### config.mk
export PLATFORM = sky130hd
export DESIGN_NAME = start_loader
export DESIGN_NICKNAME = d
export VERILOG_FILES = /design/src/rtl/start_pkg.sv /design/src/rtl/start_loader.sv
export SDC_FILE = /design/constraint.sdc
export NUM_CORES = 1
export LEC_CHECK = 0
export CAP_MARGIN = 25
export CORE_MARGIN = 2
export CORE_UTILIZATION = 26
export CTS_CLUSTER_SIZE = 12
export DETAILED_ROUTE_END_ITERATION = 8
export PLACE_DENSITY = 0.76
export SLEW_MARGIN = 15
export SYNTH_ARGS = -nofsm -noshare
export SYNTH_HDL_FRONTEND = slang
export SYNTH_SLANG_ARGS = --single-unit
export TNS_END_PERCENT = 20
### constraint.sdc
create_clock -name clk -period 1.4 [get_ports clk]
set_clock_uncertainty 0.05 [all_clocks]
set_input_delay 0.42 -clock clk [delete_from_list [all_inputs] [get_ports clk]]
set_output_delay 0.42 -clock clk [all_outputs]
set_load 0.03 [all_outputs]
### src/rtl/start_pkg.sv
// Shared definitions for the start-table loader: register field positions,
// bus control bits and the loader state encoding.
package start_pkg;

    localparam int START_TBL_LSB   = 0;
    localparam int START_TBL_MSB   = 5;
    localparam int START_MODE_BIT  = 6;
    localparam int START_ARMED_BIT = 7;

    localparam int START_CTRL_SET_TABLE = 0;
    localparam int START_CTRL_SET_ARMED = 1;
    localparam int START_CTRL_SET_MODE  = 2;

    typedef enum logic [1:0] {
        ST_IDLE = 2'd0,
        ST_RD   = 2'd1,
        ST_WR   = 2'd2,
        ST_OUT  = 2'd3
    } start_state_e;

    // Write word that clears only the armed bit: ctrl in [15:8], data in [7:0].
    function automatic logic [15:0] disarm_word();
        logic [7:0] ctrl;
        ctrl = '0;
        ctrl[START_CTRL_SET_ARMED] = 1'b1;
        return {ctrl, 8'h00};
    endfunction

endpackage

### src/rtl/start_loader.sv
// Start-table loader: reads the start-table register, optionally disarms it,
// and hands the decoded selection over tbl_valid/tbl_ready. Macro START_LDR_TIMEOUT_EN adds an ack timeout.
module start_loader
    import start_pkg::*;
#(
    parameter bit          DISARM      = 1'b1,
    parameter int unsigned TIMEOUT_CYC = 255
) (
    input  logic        clk,
    input  logic        rst,
    input  logic        go,
    output logic        m_stb,
    output logic        m_we,
    output logic [15:0] m_dout,
    input  logic [31:0] m_din,
    input  logic        m_ack,
    output logic        tbl_valid,
    input  logic        tbl_ready,
    output logic [5:0]  tbl_no,
    output logic        tbl_mode,
    output logic        tbl_armed,
    output logic        busy,
    output logic        err
);

    // tbl_valid/tbl_ready: a selection transfers on any rising edge where both are 1;
    // once raised, tbl_valid and tbl_* hold until that transfer.
    start_state_e state_q, state_d;
    logic         start_q, start_d;
    logic         stb_q, we_q, valid_q;
    logic [15:0]  dout_q;
    logic [5:0]   tbl_no_q, tbl_no_d;
    logic         tbl_mode_q, tbl_mode_d;
    logic         tbl_armed_q, tbl_armed_d;
    logic         timeout;
    logic         err_set, err_clr;

    always_comb begin
        state_d     = state_q;
        start_d     = start_q;
        tbl_no_d    = tbl_no_q;
        tbl_mode_d  = tbl_mode_q;
        tbl_armed_d = tbl_armed_q;
        err_set     = 1'b0;
        err_clr     = 1'b0;
        case (state_q)
            ST_IDLE: begin
                if (start_q || go) begin
                    state_d = ST_RD;
                    start_d = 1'b0;
                    err_clr = 1'b1;
                end
            end
            ST_RD: begin
                if (m_ack) begin
                    tbl_no_d    = m_din[START_TBL_MSB:START_TBL_LSB];
                    tbl_mode_d  = m_din[START_MODE_BIT];
                    tbl_armed_d = m_din[START_ARMED_BIT];
                    state_d     = (DISARM && m_din[START_ARMED_BIT]) ? ST_WR : ST_OUT;
                end else if (timeout) begin
                    tbl_no_d    = '0;
                    tbl_mode_d  = 1'b0;
                    tbl_armed_d = 1'b0;
                    err_set     = 1'b1;
                    state_d     = ST_OUT;
                end
            end
            ST_WR: begin
                // tbl_* keep the pre-disarm values that were read.
                if (m_ack) begin
                    state_d = ST_OUT;
                end else if (timeout) begin
                    tbl_no_d    = '0;
                    tbl_mode_d  = 1'b0;
                    tbl_armed_d = 1'b0;
                    err_set     = 1'b1;
                    state_d     = ST_OUT;
                end
            end
            ST_OUT: begin
                if (tbl_ready) state_d = ST_IDLE;
            end
            default: state_d = ST_IDLE;
        endcase
    end

    // Bus and handshake outputs are registered from the next state so they never glitch.
    always_ff @(posedge clk) begin
        if (rst) begin
            state_q     <= ST_IDLE;
            start_q     <= 1'b1;
            stb_q       <= 1'b0;
            we_q        <= 1'b0;
            dout_q      <= '0;
            valid_q     <= 1'b0;
            tbl_no_q    <= '0;
            tbl_mode_q  <= 1'b0;
            tbl_armed_q <= 1'b0;
        end else begin
            state_q     <= state_d;
            start_q     <= start_d;
            stb_q       <= (state_d == ST_RD) || (state_d == ST_WR);
            we_q        <= (state_d == ST_WR);
            dout_q      <= (state_d == ST_WR) ? disarm_word() : 16'h0000;
            valid_q     <= (state_d == ST_OUT);
            tbl_no_q    <= tbl_no_d;
            tbl_mode_q  <= tbl_mode_d;
            tbl_armed_q <= tbl_armed_d;
        end
    end

`ifdef START_LDR_TIMEOUT_EN
    logic [15:0] cnt_q;
    logic        err_q;

    assign timeout = ((state_q == ST_RD) || (state_q == ST_WR)) &&
                     (cnt_q == 16'(TIMEOUT_CYC - 1));

    always_ff @(posedge clk) begin
        if (rst) begin
            cnt_q <= '0;
            err_q <= 1'b0;
        end else begin
            cnt_q <= (state_d != state_q) ? 16'd0 : cnt_q + 16'd1;
            if (err_clr)      err_q <= 1'b0;
            else if (err_set) err_q <= 1'b1;
        end
    end

    assign err = err_q;
`else
    logic unused_cfg;
    assign timeout    = 1'b0;
    assign err        = 1'b0;
    assign unused_cfg = ^{err_set, err_clr, 16'(TIMEOUT_CYC)};
`endif

    logic unused_din;
    assign unused_din = ^m_din[31:8];

    assign m_stb     = stb_q;
    assign m_we      = we_q;
    assign m_dout    = dout_q;
    assign tbl_valid = valid_q;
    assign tbl_no    = tbl_no_q;
    assign tbl_mode  = tbl_mode_q;
    assign tbl_armed = tbl_armed_q;
    assign busy      = (state_q != ST_IDLE);

endmodule

## Yosys cells after proc, flatten, opt, wreduce, memory -nomap -nowiden

Index checks and enable logic that the tools add are counted.

- Equal/unequal tests: 6
- Muxes and demuxes: 7
- Reduce and logical (&&, ||, !) cells: 6

Operators by type and width:

| operator | number |
|---|---|
| 10-bit two-way mux | 1 |
| 2-bit equality test, second input constant | 4 |
| 2-bit two-way mux | 4 |
| 2-bit case mux with 4 select lines | 1 |
| 2-bit by 1-bit equality test with 1-bit output, second input constant | 2 |
| 2-bit AND reduction | 2 |
| 2-bit zero test | 1 |
| 1-bit logical OR | 2 |
| 2-bit nonzero test | 1 |
| 1-bit two-way mux | 1 |

- Register bits after elaboration: 30
- Bits of input ports: 37
- Output and inout port bits: 29
- Word-level logic and storage cells: 28

## Logic depth before layout (Yosys ltp)

Gate-level depths: netlist of run 1.

- Depth in word-level cells: 5
- Mapped depth: 5
- Depth with buffers taken out: 5

## Worst setup path after synthesis of run 1

No wires, ideal clock.

- Kind: input port to flip-flop
- Start point: input port m_ack
- End point: register valid_q (netlist: tbl_valid)
- Setup time: 0.114 ns
- Arrival: 1.300 ns
- Required time: 1.236 ns
- Slack: -0.064 ns
- Cell stages on the path: 5
- Buffers on the path: 0
- Cell sequence: or3b_2 > nand4_2 > inv_1 > ha_1 > nor2b_1

- Word-level cells in the longest chain between the ends: 3
- Elaborated cells between the ends (all ways): 4
- Classes of those cells: eq/ne (1); mux (3)

Ends and longest elaborated chain:

| item | line | RTL |
|---|---|---|
| from (decl) | start_loader.sv:16 | `input logic m_ack,` |
| 2-bit two-way mux, on equally long branches | start_loader.sv:70, start_loader.sv:55 |  |
| 2-bit case mux with 4 select lines (*) | start_loader.sv:46 | `case (state_q)` |
| via state_d[0] | start_loader.sv:28 | `start_state_e state_q, state_d;` |
| 2-bit equality test (*) | start_loader.sv:105 | `valid_q <= (state_d == ST_OUT);` |
| to (signal assigned) | start_loader.sv:105 |  |
| to (decl) | start_loader.sv:30 | `logic stb_q, we_q, valid_q;` |

The timed path passes the listed nets; every way through them passes the cells marked *.
A chain may end at the register's enable or synchronous reset.

## Worst setup path in the final report of run 1

- Start point: register state_q[0]
- End point: output port busy

- Word-level cells in the longest chain between the ends: 1

Ends and longest elaborated chain:

| item | line | RTL |
|---|---|---|
| from (decl) | start_loader.sv:28 |  |
| from (signal assigned) | start_loader.sv:100 | `state_q <= state_d;` |
| 2-bit nonzero test | start_loader.sv:148 | `assign busy = (state_q != ST_IDLE);` |
| to (decl) | start_loader.sv:22 | `output logic busy,` |

Every way passes these cells.

==> results.txt, run 1 <==
From bottom edge to top edge, the die measures 54.3 um. The number of violations of the max-capacitance limit came out at 0. The synthesis-to-finish area growth is 52.0%. Grouping stages by cell kind, the critical path spends the most delay in flip-flops. The number of max-slew violations in the final report came out at 0. The synthesized netlist devotes 2.67% of its cell area to compound gates. Among all stages on the critical path, the largest delay is contributed by dfxtp_2. The die covers 2940 sq um. Cell internal power was estimated by the tool at 734 uW. The count of warnings emitted by yosys came out at 0. The initial core utilization is a little over a quarter. The proportion of register bits with asynchronous set or reset after synthesis came out at 0%. The via count of the first global-routing pass came out at 466.

The fraction of synthesized cell area in xor and xnor cells came out at 0%. The detailed-route wire length per cell came out at 9.18 um. The first-pass GRT wire length came out at 1890 um.

In this run the worst path has a maximum fanout of 2. The maximum clock path buffer count came out at 2. For this run, the total global-route usage over all layers was measured as approximately a tenth. The area of the core is 2430 sq um.

Each instance of the synthesized netlist takes up on average 9.52 sq um. The run finished, with violations left. By area, the combinational part of the netlist is dominated by buffers and inverters. The total of flip-flops plus latches after synthesis came out at 14. The CTS tree is done.

Summing the areas of all and, or, nand and nor instances in the mapped netlist gives about 18% of the synthesized area. The global placer's final weighted congestion is 0.621. The cell occurring most often along the worst timing path is buf_6. The area after detailed placement is 903 sq um.

The setup slack of the critical path after layout came out at -0.136 ns. The predominant post-synthesis flop cell is dfxtp_1. The final antenna-violating net count is 0. The switching power of the nets came out at 323 uW. The switching power share of the total came out at 30.6%. The first routing iteration left 2 violations. The number of hold violations in the final report is 0. Summed over all nets, the half-perimeter wirelength after detailed placement is approximately 1000 um. The die span in x came out at 54.3 um. The total congestion overflow after global routing is 0. The final reports fail on setup timing. The endpoint arrival time on the critical path came out at 1.07 ns. The leakage power summed over all cells is 0.000511 uW.

Counting both buffers and inverters, the worst setup path holds a total of 2. The critical path data required time is 0.93 ns. The post-route cell area came out at 998 sq um.

The timing-limited maximum frequency is between 0.6 and 0.7 GHz. Dividing the final minimum period by the clock period gives 110%. The total wirelength of the detailed-routed design came out at 1250 um. The cell sitting at the root of the clock tree is a clkbuf_4. The clock latency reported for the late side of the worst-skew pair is 0.27 ns.

STA classifies the critical path endpoint as an output port. After synthesis, the share of cell area in mux cells is 10.7%. STA classifies the critical path startpoint as a flop. After detailed placement, the design holds a cell count of approximately 130. Registers take 282 sq um. Entering global routing, the biggest net connects 9 pins. The critical path goes through buf_6 -> or2_4 -> buf_6. By startpoint and endpoint, the worst setup path is classified as reg -> out.

The setup violation total in the final timing report came out at 2. The iteration count of the initial detailed-routing pass came out at 3. The antenna diode instance count is 0. The number of H-tree levels came out at 1.

The synthesized-area fraction occupied by adder cells is 3.81%. The fraction of final layout cells with drive strength greater than 1 came out at a little over a third. The ratio of total power to cell area is 1060 nW/um^2. The sequential fraction of design power is 42.2%. The clock group share of total power is 26.1%.

The number of buffers added by the clock tree synthesis step is 3. Setup repair after global routing could not meet its margin everywhere. The highest cell delay on the worst timing path came out at 0.33 ns. The non-filler instance count after layout came out at about 140. The count of flip-flops with a built-in enable after synthesis is 0.

The net count of the finished layout is 146. The number of hold buffers added after CTS was 0. The total DRC errors in the routed layout came out at 0.

The site row count is 18. The number of antenna violations at the first check in global routing is 0. The number of vias per cell came out at 3.77. The number of I/O port buffers is 25. The multi-input combinational cells in the finished layout cover a total of between 300 and 400 sq um. The boundary pin count came out at 66. The maximum vdd ir drop came out at 0.489 mV.

The filler cells instantiated in the layout total 254. Synthesis instantiated 19 different standard cells from the library. The register clock-pin slew on the reported worst setup and hold paths came out at 0.07 ns. The worst path in the final design needs a cycle of between 1.5 and 2 ns, including I/O delays and setup. The routed layout has 513 vias.

Clock tree synthesis found a total of 14 sinks. The sequential area share after synthesis is between 40% and 50%. The part of the power in combinational logic came out at 31.7%.

In this run the cell area of the synthesized design comes to 657 sq um. The kind of path behind the tightest hold check is reg -> reg. The cell count after synthesis came out at 69.
synthesized netlist by cell type, drive strengths merged (2+ instances only):
library cell,n,area (sq um)
buf,18,135
dfxtp,14,280
nor2,9,33.8
mux2i,7,70.1
nand2,4,15.0
a21oi,2,10.0
ha,2,25.0
nor2b,2,12.5
layer usage:
metal / vias up / GRT usage, % / share of wire (%)
met3: 0 / 3.28 / 8.5
met4: 0 / 3.75 / 0
met5: - / 0 / 0
li1: 268 / - / -
met2: 23 / 17.7 / 53
met1: 222 / 9.02 / 38
repair_timing:
item                                    CTS  global route
gates resized for setup                   6             4
endpoints found under the setup margin    6             4
buffers inserted                          2             1
pin swaps                                 3             4
tightest hold or removal path, stage by stage (launching register included):
cell and delay [ns]:
dfxtp_1 0.32, nand2_1 0.05, a21oi_1 0.05
path summary, 6_finish.rpt:
path,start,end,slack (ns),cells after the start
max,state_q[0],busy,-0.14,3
min,tbl_armed,tbl_armed,0.42,2
max reg2reg,state_q[0],tbl_valid,-0.06,6
min reg2reg,tbl_armed,tbl_armed,0.42,2
power groups by stage:
stage | Combinational (uW) | Clock [uW] | Sequential, uW
2_1_floorplan | 176 | 0 | 497
3_3_place_gp | 295 | 0 | 453
3_5_place_dp | 300 | 0 | 454
4_1_cts | 320 | 289 | 445
5_1_grt | 364 | 303 | 450
6_report | 335 | 276 | 446
layout by cell type, fill, tap and decap left out:
master	synthesis	routed
a21oi_1	2	2
mux2i_1	7	7
conb_1	1	16
clkdlybuf4s50_1	0	10
dfxtp_1	14	13
nand4b_1	1	1
nor2b_1	2	2
or2_4	0	1
dfxtp_2	0	1
clkbuf_8	0	1
or4_4	0	1
nand3_1	1	1
ha_4	0	1
nand2_1	4	4
nor2_1	9	8
nand3b_1	1	1
nor2_2	0	1
or3b_4	0	1
buf_6	0	2
inv_2	0	1
buf_4	18	23
clkbuf_4	0	3
ha_1	2	1
dlymetal6s2s_1	0	1
nand4_4	0	1
dlygate4sd2_1	0	1
a21o_1	1	1
cell families after synthesis:
family	count (synthesis)
simple gates	22
buf+inv	20
flops	14
mux	7
compound gates	3
fa+ha+maj	2
other cells	1
sequential cells by signal, summed over array words and instances (netlist names):
| name | flops |
|---|---|
| tbl_armed | 1 |
| start_q | 1 |
| tbl_mode | 1 |
| tbl_valid | 1 |
| tbl_no | 6 |
| m_dout | 1 |
| m_stb | 1 |
| state_q | 2 |
stage by stage:
step | setup TNS, ns | utilization, % | worst slack (ns) | total power [uW] | hold slack, ns
2_1_floorplan | -0.0300 | - | -0.0300 | 674 | 0.377
3_3_place_gp | -3.58 | 37.1 | -0.460 | 749 | 0.396
4_1_cts | -0.412 | 40.0 | -0.153 | 1050 | 0.420
6_report | -0.199 | 41.0 | -0.136 | 1060 | 0.416
3_5_place_dp | -3.69 | 37.1 | -0.466 | 754 | 0.404
5_1_grt | -0.282 | 41.0 | -0.171 | 1120 | 0.438
cell type report:
| type | instances | share of cell area (%) |
|---|---|---|
| Multi-Input combinational cell | 50 | 32.3 |
| Timing Repair Buffer | 37 | 31.7 |
| Sequential cell | 14 | 28.2 |
| Inverter | 1 | 0.376 |
| Clock buffer | 4 | 3.63 |
| Tap cell | 30 | 3.76 |
Power figures use the tool's default switching activity.
==> run 2, diff against run 1 <==
Settings changed: CAP_MARGIN 25 to 0, CORE_UTILIZATION 26 to 28, PLACE_DENSITY 0.76 to 0.78.
Clock period 1.4 ns to 1.6 ns, I/O delays scaled along.
==> run 2 against run 1 <==
First-iteration DRC count is 100% lower. Highest routed layer unchanged. Critical path type unchanged. Critical path depth decreased by 1. The run now ends clean. Clock power shrank 33%. Largest cell class unchanged. Hold slack worse by 0.0097 ns.
==> results.txt, run 2 (synthesis gave the netlist of run 1 again) <==
The number of I/O port buffers came out at 25 (unchanged). The die span in x came out at 52.4 um (was 54.3 um). The number of H-tree levels came out at 1 (unchanged). The kind of path behind the tightest hold check is reg -> reg (unchanged). The clock root buffer is clkbuf_4 (unchanged).

The total congestion overflow after global routing is 0 (unchanged). The die extent in y is 52.4 um (was 54.3 um). The post-route cell area is 947 sq um (was 998 sq um). The violation count after the first detailed-route iteration came to 0 (was 2).

The number of cells after detailed placement came out at 123 (was 129). The final clock period utilization by the worst path is between 90% and 100%. The worst setup slack for register-to-register paths is 0.14 ns (was -0.06 ns). The setup slack at placement is -0.404 ns (was -0.466 ns). Run status: finished, final reports clean (was finished, violations left). The hold path startpoint was tbl_armed (unchanged). The global routing met3 resource utilization came out at 6.00% (was 3.28%).

The global routing usage on met1 is 7.99% (was 9.02%). The register clock-pin slew on the reported worst setup and hold paths is 0.07 ns (about the same). The number of violations of the max-capacitance limit is 0 (unchanged).

The area after detailed placement came out at 907 sq um (was 903 sq um). The setup slack of the critical path after layout is 0.0369 ns (was -0.136 ns). The maximum vdd ir drop was 0.534 mV (was 0.489 mV).

The setup violation total in the final timing report came out at 0 (was 2). The worst-path maximum fanout is 7 (was 2). The worst hold path depth came out at 2 (unchanged). The site row count is 17 (was 18). The via total after detailed routing came out at 510 (was 513). The boundary pin count is 66 (unchanged). The number of sinks handled by clock tree synthesis is 14 (unchanged). The die area came to 2750 sq um (was 2940 sq um). The fraction of final layout cells with drive strength greater than 1 came out at 15.2% (was 34.9%). The overall power after layout came out at 827 uW (was 1060 uW). The first-pass GRT wire length was 1840 um (was 1890 um). The non-filler instance count after layout is 127 (was 136). The timing-limited maximum frequency came out at 0.640 GHz. The number of hold violations in the final report came out at 0 (unchanged).

The maximum clock path buffer count is 2 (unchanged). The detailed-route wire length per cell was 9.16 um (was 9.18 um). The ratio of total power to cell area came out at 874 nW/um^2 (was 1060 nW/um^2). The synthesis-to-finish area growth came out at 44.2% (was 52.0%).

The initial core utilization came out at 29.7% (was 27.0%). The number of max-slew violations in the final report is 0 (unchanged). The terminating pin of the worst hold path is tbl_armed (unchanged). The total DRC errors in the routed layout came out at 0 (unchanged). The global-route total usage across every layer came out at 9.27% (was 9.31%). The kind of end point of the critical path is an output port (unchanged). The via count of the first global-routing pass came out at 445 (was 466).

The startpoint of the most critical register-to-register path is state_q[1] (was state_q[0]). The leakage power summed over all cells is 0.000508 uW (was 0.000511 uW). The final antenna-violating net count is 0 (unchanged). Leading cell types in the layout, fill and taps excluded: conb_1 (16), dfxtp_1 (12), clkdlybuf4s50_1 (10), dlygate4sd2_1 (10), nor2_1 (9) (was buf_4 (23), conb_1 (16), dfxtp_1 (13), clkdlybuf4s50_1 (10), nor2_1 (8)). The final net count came out at 140 (was 146).

The HPWL reported at the end of detailed placement is 922 um (was 976 um). The type of the worst setup path is reg -> out (unchanged). The end of the worst register-to-register path is tbl_valid (unchanged). The global placer's final weighted congestion was 0.725 (was 0.621). The number of buffers added by the clock tree synthesis step is 3 (unchanged).

The number of cells on the worst reg-to-reg path came out at 5 (was 6). The maximum number of pins on one net before global-route repair came out at 15 (was 9). The global routing usage on met2 came out at 17.3% (was 17.7%). The critical path data required time came out at 1.07 ns (was 0.93 ns).

The antenna diode instance count came out at 0 (unchanged). The number of vias per cell is 4.02 (was 3.77). The endpoint arrival time on the critical path came out at 1.03 ns (was 1.07 ns). The CTS tree was done (unchanged). The clock latency reported for the late side of the worst-skew pair came to 0.27 ns (about the same). The area of the core came to 2210 sq um (was 2430 sq um). The flip-flop count of the largest register, all copies and words added is 6 (unchanged). The iteration count of the initial detailed-routing pass is 1 (was 3). The commonest non-fill, non-tap cell in the layout is conb_1 (was buf_4). Setup repair after global routing missed its margin: true (unchanged).

The nature of the critical path startpoint is a flop (unchanged). The most crowded layer after global routing was met2 (unchanged). The number of antenna violations at the first check in global routing is 0 (unchanged).

The total wirelength of the detailed-routed design was 1160 um (was 1250 um). The worst path in the final design needs a cycle of 1.56 ns, including I/O delays and setup.
[run 2: cell count changes in the layout (fill, tap and decap cells not counted), sizes merged]
cell	change
clkdlybuf4s15	+2
buf	-18
dlygate4sd2	+9
clkbuf	-1
dlymetal6s2s	+1
[run 2: worst max-delay path by stage]
stage                     from        end  slack (ns)  cells past startpoint
finish              state_q[1]       busy        0.04                      2
global route        state_q[1]       busy       -0.02                      2
CTS                      m_ack  tbl_valid       -0.12                      6
detailed placement       m_ack  tbl_valid       -0.40                      6
global placement         m_ack  tbl_valid       -0.39                      6
floorplan                m_ack  tbl_valid        0.08                      5
[run 2: layer usage]
metal	routed length [um]	vias up	part of all wire (%)
met2	549	32	47
met1	442	225	38
met5	0	-	0
met4	0	0	0
li1	-	253	-
met3	171	0	15
[run 2: repair_timing]
action | in CTS | in global routing
pin swaps | 0 | 2
resized for setup | 12 | 9
buffers inserted | 0 | 1
endpoints found under the setup margin | 14 | 6
hold buffers | 0 | 0
[run 2: area by class of cell]
cell class	instances	area, sq um
repair buffers	31	298
flip-flops and latches	14	283
clock buffers	3	22.5
multi-input cells	50	305
inverters	1	3.75
fillers	221	1260
well taps	28	35.0
[run 2: where the power goes]
part | total, uW | internal, uW | switching (uW) | leakage (uW)
Sequential | 392 | 376 | 16.2 | 0.000115
Combinational | 249 | 97.7 | 151 | 0.000379
Clock | 186 | 87.0 | 99.1 | 0.0000138
[run 2: through the flow]
stage	utilization, %	hold WS, ns	setup TNS [ns]
4_1_cts	41.3	0.413	-0.165
2_1_floorplan	-	0.368	0
3_5_place_dp	41.0	0.405	-2.30
6_report	42.8	0.406	0
3_3_place_gp	41.0	0.376	-2.18
5_1_grt	42.8	0.433	-0.0211
[run 2: worst max-delay path, stage by stage, from the launching register on]
cell and delay [ns]:
dfxtp_2 0.35, or2_1 0.24, buf_4 0.17
==> run 3, diff against run 2 <==
--- a/config.mk
+++ b/config.mk
@@ -7,5 +7,5 @@
 export LEC_CHECK = 0
 export CAP_MARGIN = 0
-export CORE_MARGIN = 2
+export CORE_MARGIN = 5
 export CORE_UTILIZATION = 28
 export CTS_CLUSTER_SIZE = 12
--- a/constraint.sdc
+++ b/constraint.sdc
@@ -3,3 +3,3 @@
 set_input_delay 0.48 -clock clk [delete_from_list [all_inputs] [get_ports clk]]
 set_output_delay 0.48 -clock clk [all_outputs]
-set_load 0.03 [all_outputs]
+set_load 0.01 [all_outputs]
==> run 3 against run 2 <==
Core utilization fell by 1.2 points. Setup slack gained 0.0014 ns. Register-to-register slack about the same. First-iteration DRC count grew 1. Sequential share of layout area grew 0.60 points. Sequential cell count is the same. Via count increased by 2.4%. Largest cell class unchanged. Highest routed layer unchanged.
==> results.txt, run 3 (synthesis gave the netlist of run 1 again) <==
The minimum hold slack is 0.412 ns (was 0.406 ns). The startpoint of the most critical register-to-register path is state_q[1] (unchanged). The final antenna-violating net count came out at 0 (unchanged). The maximum vdd ir drop was 0.520 mV (was 0.534 mV). The clock root buffer is clkbuf_4 (unchanged).

The commonest non-fill, non-tap cell in the layout was conb_1 (unchanged). The kind of end point of the critical path is a flop (was output port). The flip-flop count of the largest register, all copies and words added came out at 6 (unchanged).

The number of max-slew violations in the final report is 0 (unchanged). The number of hold-repair buffers added at the cts stage came out at 0 (unchanged). The number of I/O port buffers is 25 (unchanged).

The source of the critical timing path is go (was state_q[1]). The final clock period utilization by the worst path was 97.6% (was 97.7%). The register clock-pin slew on the reported worst setup and hold paths is 0.08 ns (was 0.07 ns). The endpoint arrival time on the critical path is 1.68 ns (was 1.03 ns).

The setup slack of the critical path after layout came to 0.0384 ns (was 0.0369 ns). The maximum number of pins on one net before global-route repair came to 14 (was 15). The number of vias per cell is 4.11 (was 4.02).

Cells traversed along the worst timing path: dlygate4sd2_1 -> or4_4 -> nand4_4 -> inv_2 -> ha_1 -> nor2b_1 (was or2_1 -> buf_4). The synthesis-to-finish area growth was 41.3% (was 44.2%). The via total after detailed routing came out at 522 (was 510).

The category of cells accounting for the largest share of critical-path delay is simple AND/OR/NAND/NOR gates (was flip-flops). The global-route total usage across every layer came out at 7.80% (was 9.27%). The die extent in y is 58.4 um (was 52.4 um). The total of fill cells in the finished design came out at 242 (was 221). The number of sinks handled by clock tree synthesis is 14 (unchanged).

The clock latency reported for the late side of the worst-skew pair came to 0.27 ns (about the same). The number of gates resized after cts is 24 (was 12). The global placer's final weighted congestion came out at 0.688 (was 0.725).

The total congestion overflow after global routing is 0 (unchanged). The number of antenna violations at the first check in global routing is 0 (unchanged). The ratio of total power to cell area is 875 nW/um^2 (was 874 nW/um^2). The die span in x is 58.4 um (was 52.4 um).

The total wirelength of the detailed-routed design came to 1290 um (was 1160 um). Setup repair after global routing missed its margin: false (was true). The site row count is 17 (unchanged). The setup violation total in the final timing report is 0 (unchanged). The final setup TNS is 0 ns (unchanged). The boundary pin count came to 66 (unchanged). The maximum clock path buffer count came out at 2 (unchanged).

The worst-path maximum fanout is 3 (was 7). The number of cells on the worst reg-to-reg path came out at 5 (unchanged). The final net count was 139 (was 140). The area of the core came to 2230 sq um (was 2210 sq um). The number of hold violations in the final report came to 0 (unchanged). The highest cell delay on the worst timing path was 0.54 ns (was 0.35 ns). The kind of path behind the tightest hold check is reg -> reg (unchanged). The leakage power summed over all cells is 0.000497 uW (was 0.000508 uW).

The iteration count of the initial detailed-routing pass came to 2 (was 1). The nature of the critical path startpoint is a primary input (was flop). The final cell utilization of the core is 41.6% (was 42.8%). The type of the worst setup path is in -> reg (was reg -> out). The total DRC errors in the routed layout is 0 (unchanged). The CTS tree is done (unchanged). The fraction of final layout cells with drive strength greater than 1 came out at 16.2% (was 15.2%).

The number of post-CTS setup repair buffers came out at 0 (unchanged). Run status: finished, final reports clean (unchanged). The hold path startpoint is tbl_armed (unchanged). The first-pass GRT wire length came out at 2050 um (was 1840 um).

The timing-limited maximum frequency is 0.640 GHz (about the same). The number of violations of the max-capacitance limit was 0 (unchanged). The critical path data required time came to 1.72 ns (was 1.07 ns). The post-route minimum period is 1.56 ns (about the same). The antenna diode instance count is 0 (unchanged).

The detailed-route wire length per cell came out at 10.2 um (was 9.16 um). The worst hold path depth came out at 2 (unchanged). The number of H-tree levels came out at 1 (unchanged). The slowest cell on the critical path is or4_4 (was dfxtp_2). The combined buffer and inverter count along the critical path came out at 2 (was 1). The die area is 3410 sq um (was 2750 sq um).

The HPWL reported at the end of detailed placement is 1030 um (was 922 um). The number of buffers added by the clock tree synthesis step is 3 (unchanged). The number of cells on the critical path came out at 6 (was 2). The initial core utilization came to 29.4% (was 29.7%). The via count of the first global-routing pass is 508 (was 445). The violation count after the first detailed-route iteration was 1 (was 0). Leading cell types in the layout, fill and taps excluded: conb_1 (16), dlygate4sd2_1 (14), dfxtp_1 (12), clkdlybuf4s50_1 (10), nor2_1 (9) (was conb_1 (16), dfxtp_1 (12), clkdlybuf4s50_1 (10), dlygate4sd2_1 (10), nor2_1 (9)).

The setup slack at placement is -0.434 ns (was -0.404 ns).
[run 3: changes by cell type in the layout (fill, tap and decap cells not counted), sizes merged]
cell / change
clkbuf: +1
clkdlybuf4s15: -2
dlygate4sd2: +4
dlymetal6s2s: -2
buf: -1
[run 3: worst paths after layout]
check                           slack (ns)        end
worst max-delay path                  0.04  tbl_valid
worst min-delay path                  0.41  tbl_armed
worst min register to register        0.41  tbl_armed
worst max register to register        0.14  tbl_valid
[run 3: tightest hold or removal path, stage by stage, from the launching register on]
cell and delay, ns:
dfxtp_1 0.31, nand2_1 0.05, a21oi_1 0.05
[run 3: through the flow]
stage / std cells / total power, uW / instance area, sq um
after floorplan: 84 / 517 / 713
after global placement: 123 / 582 / 897
after detailed placement: 123 / 587 / 897
after CTS: 127 / 826 / 928
after global routing: 127 / 873 / 928
final: 127 / 812 / 928
[run 3: where the power goes]
part | switching, uW | internal (uW) | total (uW) | leakage [uW]
clock | 107 | 138 | 246 | 0.0000210
sequential | 15.5 | 376 | 392 | 0.000115
combinational | 83.8 | 91.0 | 175 | 0.000360
total | 207 | 605 | 812 | 0.000497
[run 3: layout make-up]
class / count / area [sq um] / share of cell area, %
Sequential cell: 14 / 283 / 30.5
Multi-Input combinational cell: 50 / 305 / 32.9
Timing Repair Buffer: 30 / 265 / 28.6
Tap cell: 28 / 35.0 / 3.77
Inverter: 1 / 3.75 / 0.404
Clock buffer: 4 / 36.3 / 3.91
[run 3: routing by layer]
| metal | up-vias | GRT usage, % | routed length, um |
|---|---|---|---|
| met3 | 0 | 5.04 | 202 |
| met1 | 239 | 7.80 | 470 |
| met2 | 31 | 13.9 | 620 |
| li1 | 252 | - | - |
| met4 | 0 | 0.993 | 0 |
| met5 | - | 0 | 0 |
==> RTL change 1 (config.mk and constraints of run 3) <==
Take the reset off `dout_q` and load it in a clocked block of its own.
--- a/src/rtl/start_loader.sv
+++ b/src/rtl/start_loader.sv
@@ -93,3 +93,2 @@
             we_q        <= 1'b0;
-            dout_q      <= '0;
             valid_q     <= 1'b0;
@@ -103,3 +102,2 @@
             we_q        <= (state_d == ST_WR);
-            dout_q      <= (state_d == ST_WR) ? disarm_word() : 16'h0000;
             valid_q     <= (state_d == ST_OUT);
@@ -109,2 +107,6 @@
         end
+    end
+
+    always_ff @(posedge clk) begin
+        dout_q <= (state_d == ST_WR) ? disarm_word() : 16'h0000;
     end
Formal check against the unedited RTL: differs if rst is asserted again (counterexample within 4 cycles, from zero or initial values and one cycle with rst high); with rst held inactive, the same outputs for 10 cycles.
==> RTL change 1 against run 3 <==
Non-clock buffer count grew 3; worst setup slack lost 0.0010 ns; largest power group unchanged; synthesized area grew 1.9%; register-to-register slack lost 0.02 ns; sequential cell count grew 1; power grew 2.2%; die area grew 1.6%; hold slack lost 0.0070 ns; combinational power grew 15%; wire length grew 11%; core utilization grew 1.5 points; cell area grew 4.6%.
==> RTL change 1: results (changes against run 3) <==
crit path DAT 1.69 ns; HP Class reg2reg (unchanged); Clock Pin Slew Worst Setup and Hold Paths 0.09 ns; All-Layer GR Usage 0.0827 (was 0.0780); Reg-to-Reg End tbl_valid (unchanged); largest net degree at the start of global routing 14 (unchanged); Leakage 0.000516 µW (was 0.000497 µW); vias in the first global route 509 (was 508); placer congestion estimate 0.704 (was 0.688); Synth top cells by count buf_4, dfxtp_1, nor2_1, mux2i_1, nand2_1 (unchanged); filler cell count in the final layout 246 (was 242); Port Buffers 25 (unchanged); Hold Crit Depth 2 (unchanged); total iterations of the first detailed-routing run 2 (unchanged); ys async rst share 0 (unchanged); worst-path fanout max 3 (unchanged); worst skew pair latency 0.28 ns; share of cells above drive strength 1 0.175 (was 0.162); via-per-instance ratio 4.08 (was 4.11); global-route wire length before repair 2130 µm (was 2050 µm); Worst Setup SP go (unchanged); # resized after CTS 23 (was 24); top post-synthesis cells by area dfxtp_1, buf_4, mux2i_1, nor2_1, ha_1 (unchanged); # diodes 0 (unchanged); sequential element share of the synthesized area 0.449 (was 0.427); top_reg_cell synth dfxtp_1 (unchanged); number of synthesized flops with an enable pin 0 (unchanged); outcome finished clean (unchanged); fin nets 143 (was 139); Root Driver clkbuf_4 (unchanged); Clock Path Buffers 2 (unchanged); Setup WS pre-CTS -0.440 ns (was -0.434 ns); FF-to-FF setup slack 0.12 ns (was 0.14 ns); r2r startpoint state_q[1] (unchanged); Hold Slack 0.405 ns (was 0.412 ns); Post-CTS Setup Inserts 1 (was 0); count of cell types in the netlist 19 (unchanged); placed instance area 932 µm² (was 897 µm²); DR iter-0 viols 14 (was 1); Synthesis Warnings 0 (unchanged); peak supply drop 0.000422 V (was 0.000520 V); max reg flops 6 (unchanged); Hold Path End tbl_armed (unchanged); worst r2r path cells 5 (unchanged); Hold Path Origin tbl_armed (unchanged); WL per Instance 10.9 µm (was 10.2 µm); htree depth 1 (unchanged); hpwl dp 1160 µm (was 1030 µm); clock buffer count from CTS 3 (unchanged); initial antenna violation count 0 (unchanged)
[RTL change 1: critical path, cell delays in order]
cell	delay (ns)
dlygate4sd2_1	0.23
or4_4	0.54
nand4_4	0.10
inv_2	0.04
ha_1	0.17
nor2b_1	0.12
[RTL change 1: layout make-up]
class                   instances  area, µm²  area share
inverters                       1       3.75     0.00387
well taps                      28       35.0      0.0361
clock buffers                   4       26.3      0.0271
repair buffers                 33        294       0.303
multi-input cells              50        308       0.317
flip-flops and latches         15        304       0.313
[RTL change 1: kinds of logic after synthesis]
group | synth area share
adders and majority gates | 0.0374
and+or+nand+nor | 0.176
muxes | 0.105
buffers and inverters | 0.202
other | 0.00560
DFF | 0.449
AOI/OAI and AO/OA | 0.0262
[RTL change 1: worst max path at each step]
stage	slack (ns)	end	cells after the start
finish	0.04	tbl_valid	6
global route	0.002	busy	2
CTS	0.02	busy	2
detailed placement	-0.44	tbl_valid	6
global placement	-0.39	tbl_valid	6
floorplan	0.08	tbl_valid	5
[RTL change 1: report_power, final]
| group | internal (µW) | switching, µW | total, µW |
|---|---|---|---|
| clock network | 96.7 | 117 | 214 |
| logic | 108 | 92.9 | 201 |
| registers | 402 | 14.5 | 416 |
[RTL change 1: metal layers]
metal | GRT usage | vias up | share of wire
met3 | 0.0658 | 0 | 0.15
met2 | 0.139 | 31 | 0.49
met4 | 0.00971 | 0 | 0
met1 | 0.0826 | 242 | 0.35
met5 | 0 | - | 0
li1 | - | 261 | -
[RTL change 1: per-stage QoR]
| step | TNS [ns] | std cells |
|---|---|---|
| finish | 0 | 131 |
| global route | 0 | 131 |
| CTS | 0 | 131 |
| detailed placement | -2.98 | 126 |
| global placement | -2.37 | 126 |
| floorplan | 0 | 84 |
==> RTL change 2 (settings of run 3) <==
Without the edit above. Change the parameter `DISARM` from 1'b1 to 1'b0.
--- a/src/rtl/start_loader.sv
+++ b/src/rtl/start_loader.sv
@@ -5,3 +5,3 @@
 #(
-    parameter bit          DISARM      = 1'b1,
+    parameter bit          DISARM      = 1'b0,
     parameter int unsigned TIMEOUT_CYC = 255
Behaviour: not the same (a bounded check fails within 4 cycles, from zero or initial values and one cycle with rst high).
==> RTL change 2 against run 3 <==
The flow now finishes with violations (setup timing); cell area grew 23%; worst setup slack got worse by 0.040 ns; fmax is 2.5% lower; non-clock buffer count increased by 9; sequential cell count stayed put; wire length increased by 33%; sequential share of layout area down 5.3 points; synthesized area up 14%; critical endpoint is now m_stb.
Power is not compared: it rests on default switching activity, and its combinational part moved more than twofold at a synthesized area within 25%.
==> RTL change 2: results (changes against run 3) <==
outcome finished, violations left (was finished clean); failing checks setup timing; Setup WS post-layout -0.00182 ns (was 0.0384 ns); M1 GR Usage 0.0942 (was 0.0780); max reg flops 6 (unchanged); worst skew pair latency 0.28 ns; share of cells above drive strength 1 0.264 (was 0.162); non-clk buf share 0.302 (was 0.286); fin nets 169 (was 139); M1 wire length 600 µm (was 470 µm); total iterations of the first detailed-routing run 4 (was 2); Clock Pin Slew Worst Setup and Hold Paths 0.08 ns (about the same); Buffers, non-clock 39 (was 30); top post-synthesis cells by area dfxtp_1, buf_4, ha_1, nand2_1, a21oi_1 (was dfxtp_1, buf_4, mux2i_1, nor2_1, ha_1); via count 681 (was 522); global-route wire length before repair 2730 µm (was 2050 µm); clk cell area share 0.0317 (was 0.0391); htree depth 1 (unchanged); placer congestion estimate 0.741 (was 0.688); Setup-failing EPs final 1 (was 0); count of cell types in the netlist 23 (was 19); met2 routed wirelength 905 µm (was 620 µm); multi-input combinational area share 0.368 (was 0.329); proportion of cell area occupied by registers 0.251 (was 0.305); Signal inverters 3 (was 1); Multi-input gate area 422 µm² (was 305 µm²); vias in the first global route 674 (was 508); filler cell count in the final layout 265 (was 242); worst-path fanout max 4 (was 3); clock buffer count from CTS 3 (unchanged); peak supply drop 0.000812 V; Hold Slack 0.410 ns (was 0.412 ns); met2 Resource Use GR 0.187 (was 0.139); All-Layer GR Usage 0.0982 (was 0.0780); final wirelength 1720 µm (was 1290 µm); CLK BUF 4 (unchanged); uppermost routed layer met4 (was met3); Synth top cells by count buf_4, dfxtp_1, nand2_1, a21oi_1, nand3_1 (was buf_4, dfxtp_1, nor2_1, mux2i_1, nand2_1); Synthesis Warnings 0 (unchanged); DR iter-0 viols 23 (was 1); metal3 WL 207 µm (was 202 µm); met3 Resource Use GR 0.0440 (was 0.0504); comb_multi_in 65 (was 50); top_reg_cell synth dfxtp_1 (unchanged); Setup TNS -0.00182 ns (was 0 ns); largest net degree at the start of global routing 10 (was 14); sequential element share of the synthesized area 0.375 (was 0.427); Port Buffers 25 (unchanged); initial antenna violation count 0 (unchanged); hpwl dp 1420 µm (was 1030 µm); Leakage 0.000546 µW
-- RTL change 2: cell count changes after synthesis, moves of 2 or more --
cell and delta:
nor2_1 -8, nand3_1 +7, buf_2 +2, ha_1 +4, mux2i_1 -7, nor3_1 +2
nand2_1 +7, a21oi_1 +6, inv_1 +2
-- RTL change 2: logic make-up (layout without fill, tap and decap cells) --
kind of cell               Yosys count  after routing  synth area share
AOI/OAI and AO/OA                   13             13             0.106
adders and majority gates            6              6             0.100
buffers and inverters               23             46             0.204
DFF                                 14             14             0.375
other                                1             16           0.00502
and+or+nand+nor                     30             30             0.209
-- RTL change 2: worst paths after layout --
path | start | endpoint | cells after the start
worst min-delay path | tbl_no[5] | tbl_no[5] | 2
worst max-delay path | state_q[1] | m_stb | 6
worst min register to register | tbl_no[5] | tbl_no[5] | 2
worst max register to register | state_q[1] | m_stb | 6
-- RTL change 2: critical path: stages (launching register included) --
cell	delay, ns
dfxtp_4	0.38
inv_4	0.05
ha_4	0.28
a211oi_2	0.07
or3_1	0.35
ha_1	0.27
nor2_1	0.09
-- RTL change 2: through the flow --
step	instances	power, µW	setup WS [ns]	util
after floorplan	102	864	0.00479	-
after global placement	149	1140	-0.361	0.423
after detailed placement	149	1180	-0.397	0.423
after CTS	155	1480	-0.0125	0.451
after global routing	155	1610	-0.0999	0.454
final	155	1480	-0.00182	0.454
-- RTL change 2: power by group --
| part | total, µW | internal [µW] | switching (µW) | leakage [µW] |
|---|---|---|---|---|
| Combinational | 760 | 412 | 348 | 0.000409 |
| Clock | 251 | 138 | 113 | 0.0000210 |
| Sequential | 468 | 422 | 45.3 | 0.000116 |
-- RTL change 2: what timing repair did --
action                                 CTS  global route
setup endpoints to repair               16             4
pin swaps                                6             0
resized for setup                       31             2
endpoints found under the hold margin    0             0
buffers inserted                         2             0
